==> config.mk <==
export PLATFORM = sky130hd
export DESIGN_NAME = membus_master
export DESIGN_NICKNAME = d
export VERILOG_FILES = /design/src/rtl/membus_master.sv
export SDC_FILE = /design/constraint.sdc
export NUM_CORES = 1
export LEC_CHECK = 0
export ABC_AREA = 0
export ABC_CLOCK_PERIOD_IN_PS = 3900
export CORE_MARGIN = 8
export CORE_UTILIZATION = 35
export CTS_BUF_LIST = sky130_fd_sc_hd__clkbuf_4 sky130_fd_sc_hd__clkbuf_8
export CTS_CLUSTER_SIZE = 8
export DETAILED_ROUTE_END_ITERATION = 8
export PLACE_DENSITY = 0.79
export SYNTH_ARGS = -nofsm -noshare
export SYNTH_HDL_FRONTEND = slang
export SYNTH_SLANG_ARGS = --single-unit
==> constraint.sdc <==
create_clock -name clk -period 3.9 [get_ports clk]
set_input_delay 0.78 -clock clk [delete_from_list [all_inputs] [get_ports clk]]
set_output_delay 0.78 -clock clk [all_outputs]
set_load 0.005 [all_outputs]
==> src/rtl/membus_master.sv <==
// membus_master
//   Bridges a valid/ready command/response pair onto a simple native memory
//   bus (mem_valid held until mem_ready). One transaction is in flight at a
//   time. A bus wait that runs TIMEOUT_CYCLES cycles is aborted with resp_err.
//   TIMEOUT_CYCLES=0 waits forever. TIMEOUT_CYCLES must fit in CNT_W bits.
//
// Ports
//   clk, resetn              clock, asynchronous active-low reset
//   cmd_valid/cmd_ready      command handshake
//   cmd_addr/wdata/wstrb     command fields (wstrb==0 means read)
//   resp_valid/resp_ready    response handshake
//   resp_rdata, resp_err     response fields (err = timed out)
//   mem_valid/mem_ready      native-bus request/completion
//   mem_addr/wdata/wstrb     native-bus request fields
//   mem_rdata                native-bus read data
//   dbg_state                current FSM state (0 IDLE, 1 BUS, 2 RESP)
//
// Handshake rule: a transfer happens on the rising edge where valid and ready
// are both high. valid, once raised, stays high with stable payload until
// that edge.
module membus_master #(
  parameter int TIMEOUT_CYCLES = 255,
  parameter int CNT_W          = 8
) (
  input  logic        clk,
  input  logic        resetn,
  input  logic        cmd_valid,
  output logic        cmd_ready,
  input  logic [31:0] cmd_addr,
  input  logic [31:0] cmd_wdata,
  input  logic [3:0]  cmd_wstrb,
  output logic        resp_valid,
  input  logic        resp_ready,
  output logic [31:0] resp_rdata,
  output logic        resp_err,
  output logic        mem_valid,
  input  logic        mem_ready,
  output logic [31:0] mem_addr,
  output logic [31:0] mem_wdata,
  output logic [3:0]  mem_wstrb,
  input  logic [31:0] mem_rdata,
  output logic [1:0]  dbg_state
);

  typedef enum logic [1:0] {
    S_IDLE = 2'd0,
    S_BUS  = 2'd1,
    S_RESP = 2'd2
  } state_e;

  localparam bit             TO_EN   = (TIMEOUT_CYCLES != 0);
  // Counter value on the last allowed wait cycle; unused when TO_EN is 0.
  localparam logic [CNT_W-1:0] TO_LAST = CNT_W'((TIMEOUT_CYCLES == 0) ? 0 : TIMEOUT_CYCLES - 1);
  localparam logic [CNT_W-1:0] CNT_ONE = CNT_W'(1);

  state_e             state_q, state_d;
  logic [31:0]        addr_q, addr_d;
  logic [31:0]        wdata_q, wdata_d;
  logic [3:0]         wstrb_q, wstrb_d;
  logic               mv_q, mv_d;
  logic [31:0]        rdata_q, rdata_d;
  logic               err_q, err_d;
  logic [CNT_W-1:0]   cnt_q, cnt_d;

  always_ff @(posedge clk or negedge resetn) begin
    if (!resetn) begin
      state_q <= S_IDLE;
      addr_q  <= '0;
      wdata_q <= '0;
      wstrb_q <= '0;
      mv_q    <= 1'b0;
      rdata_q <= '0;
      err_q   <= 1'b0;
      cnt_q   <= '0;
    end else begin
      state_q <= state_d;
      addr_q  <= addr_d;
      wdata_q <= wdata_d;
      wstrb_q <= wstrb_d;
      mv_q    <= mv_d;
      rdata_q <= rdata_d;
      err_q   <= err_d;
      cnt_q   <= cnt_d;
    end
  end

  always_comb begin
    state_d = state_q;
    addr_d  = addr_q;
    wdata_d = wdata_q;
    wstrb_d = wstrb_q;
    mv_d    = mv_q;
    rdata_d = rdata_q;
    err_d   = err_q;
    cnt_d   = cnt_q;
    unique case (state_q)
      S_IDLE: begin
        if (cmd_valid) begin
          addr_d  = cmd_addr;
          wdata_d = cmd_wdata;
          wstrb_d = cmd_wstrb;
          cnt_d   = '0;
          mv_d    = 1'b1;
          state_d = S_BUS;
        end
      end
      S_BUS: begin
        // mem_ready is only looked at here, where mem_valid is high; a
        // completion on the timeout cycle takes priority over the abort.
        if (mem_ready) begin
          rdata_d = (wstrb_q == 4'd0) ? mem_rdata : 32'd0;
          err_d   = 1'b0;
          mv_d    = 1'b0;
          state_d = S_RESP;
        end else if (TO_EN && (cnt_q == TO_LAST)) begin
          rdata_d = 32'd0;
          err_d   = 1'b1;
          mv_d    = 1'b0;
          state_d = S_RESP;
        end else begin
          cnt_d = cnt_q + CNT_ONE;
        end
      end
      S_RESP: begin
        if (resp_ready) begin
          state_d = S_IDLE;
        end
      end
      default: begin
        mv_d    = 1'b0;
        state_d = S_IDLE;
      end
    endcase
  end

  // Handshake strobes decode straight from the state register.
  assign cmd_ready  = (state_q == S_IDLE);
  assign resp_valid = (state_q == S_RESP);
  assign resp_rdata = rdata_q;
  assign resp_err   = err_q;
  assign mem_valid  = mv_q;
  assign mem_addr   = addr_q;
  assign mem_wdata  = wdata_q;
  assign mem_wstrb  = wstrb_q;
  assign dbg_state  = state_q;

endmodule
==> impl_results.md <==
* Actual slew at the worst max-slew pin at 1.06 ns
* Slew margin rel. at 0.291
* Max Clk Rate at 391 MHz
* Mux cell area share after synthesis at 0.175
* CP cell instances: nor2b_2, o21ai_1, a22o_1
* Total GRT Usage at 0.150
* Post-CTS Setup Bufs at 0
* Post-DR wirelength/cell at 17.8 um
* Synthesis Warnings at 0
* RSZ-0062 raised after global routing: no
* Cts repair resizes at 0
* Crit path max-delay cell type: nor2b_2
* Ratio of cells with drive above 1 in the final layout at 0.179
* Critical Path Max Stage Delay at 0.92 ns
* DRT Pass-1 Iters at 4
* Core area at 12,600 um^2
* Num CTS Buffers at 9
* Layout Utilization at 0.548
* Slew Limit Fails at 0
* Sink Count at 112
* Area share of and/or/nand/nor cells after synthesis at 0.0604
* Vias/cell at 4.85
* Type of the tightest min-delay check: input port to asynchronous set/reset pin
* Die width at 129 um
* Post-synth EDFFs at 0
* Avg Cell Area, Syn at 13.7 um^2
* Final Instance Count excl. Fillers at 707
* Seq. cell area at 2800 um^2
* Dpl cell area at 6700 um^2
* Setup slack, reg-to-reg at 1.34 ns
* Die area at 16,700 um^2
* Fillers at 1,072
* Arr. time, crit path at 2.82 ns
* Post-CTS Hold Buffers at 0
* Final Hold Fails at 0
* VDD IR max at 0.000298 V
* Combinational family with the most area after synthesis: multiplexers
* Worst Setup Start Kind: flip-flop
* Pwr per Cell Area at 678 nW/um^2
* WP buf/inv at 0
* Inst Count DP at 691
* DRC at 0
* I/O pins at 211
* Multi-input gate area at 1470 um^2
* Synth Flop Type: dfrtp_1
* Crit. End Element: flip-flop
* Post-synthesis adder-cell area fraction at 0.00557
* CTS tree: done
* # setup viols final at 0
* Register bit total from synthesis at 112
* DRT antenna net count at 0
* Design Power at 4670 uW
* Detailed placement HPWL at 9500 um
* Via count at 3,427
* WS Path Type: flip-flop to flip-flop
* Net Count, Synth at 434
* Complex-gate fraction of the synthesized area at 0.0824
* Final setup TNS at 0 ns
* Leak pwr at 0.00286 uW
* Crit-path max FO at 29
* Final min period at 2.56 ns
* Post-route clock period utilization at 0.656
* Worst-path clk slew at 0.10 ns
* Area growth syn-to-layout at 53.3%
* Rows at 41
* Drt total wl at 12,600 um
* Vias in the first global route at 3,713
* Design area at 6890 um^2
* Die height at 129 um
* GPL Wtd Cong at 0.812
* Status: finished, final reports clean
* # nets final at 637
* Global-route wire length before repair at 19,700 um
* Initial Util at 0.358
* Initial drt markers at 159
* Register area share after synthesis at 0.623
* Global route overflow at 0
* Cell Area, Synth at 4500 um^2
* Cell variety after synth at 36
* Initial antenna violation count at 0
* H-tree lvl count at 3
* N_diodes at 0
* Worst path required time at 4.16 ns
* Skew-Pair Late Insertion Delay at 0.36 ns
* Cell count after synthesis at 327
* Maxcap violations at 0
* Post-synthesis async set-or-reset flop share at 1.00
* Xor/xnor share of the synthesized area at 0
* Crit path max-delay family: compound AO/OA/AOI/OAI gates
* Port bufs at 210
* Largest net degree at the start of global routing at 72
* Clk buf depth at 2
* Root Buffer: clkbuf_8
* Worst Skew at 0.00452 ns
[cell families (layout without fill, tap and decap cells)]
group,count (synthesis),count (layout)
fa+ha+maj,2,2
mux,70,70
compound gates,54,54
flops,112,112
buf+inv,44,252
simple gates,45,45
[synth_stat cells, types with 3 or more instances]
library cell,count,area share
dfrtp_1,112,0.62
mux2_2,69,0.17
inv_1,23,0.019
o21ai_0,22,0.024
nand4_1,20,0.028
a22o_1,12,0.023
buf_6,8,0.020
a21oi_1,6,0.0067
buf_2,5,0.0056
clkbuf_1,5,0.0042
and3_1,4,0.0056
nor2_1,4,0.0033
nor2b_1,4,0.0056
nand3_1,3,0.0033
[layout by cell type, fill, tap and decap left out, drive strengths merged, types with 3 or more instances in the layout]
master	instances
and3	4
dfrtp	112
a22o	12
o21ai	24
a21oi	6
nor2	4
clkinv	3
nand4	21
clkdlybuf4s50	209
mux2	69
buf	3
nor2b	4
inv	24
nand3	3
clkbuf	10
[power by group]
group | total [uW] | internal, uW | switching [uW]
combinational | 2060 | 1350 | 711
sequential | 1930 | 1640 | 293
clock | 683 | 301 | 382
total | 4670 | 3290 | 1390
[per-stage QoR]
stage	hold slack [ns]	worst slack (ns)
finish	0.503	1.34
global route	0.534	1.10
CTS	0.518	1.36
detailed placement	0.494	1.03
global placement	0.488	1.10
floorplan	0.484	2.09
[routing by layer]
layer	share of wire	vias to the layer above	global-route usage	wire length, um
met2	0.50	139	0.249	6290
met1	0.39	1713	0.173	4960
met3	0.087	15	0.0485	1100
met4	0.020	0	0.0712	249
met5	0	-	0	0
li1	-	1560	-	-
[worst paths after layout]
kind / from / to / cells past startpoint
worst max-delay path: dbg_state[0] / resp_rdata[31] / 3
worst min-delay path: resetn / mem_addr[17] / 1
worst min register to register: mem_wdata[23] / mem_wdata[23] / 1
max in group asynchronous: resetn / mem_wdata[2] / 2
worst max register to register: dbg_state[0] / resp_rdata[31] / 3
min in group clk: mem_wdata[23] / mem_wdata[23] / 1
[registers in the layout (all words and copies together) (netlist names)]
name / flops
mem_addr: 32
mem_wdata: 32
resp_rdata: 32
cnt_q: 8
mem_wstrb: 4
dbg_state: 2
mem_valid: 1
resp_err: 1
[final cells by class]
class                   count  share of cell area
clock buffers              10              0.0191
clock inverters             6             0.00871
inverters                  24              0.0131
multi-input cells         171               0.213
flip-flops and latches    112               0.407
well taps                 172              0.0312
repair buffers            212               0.309
Note: power is estimated with default switching activity, not from simulation.
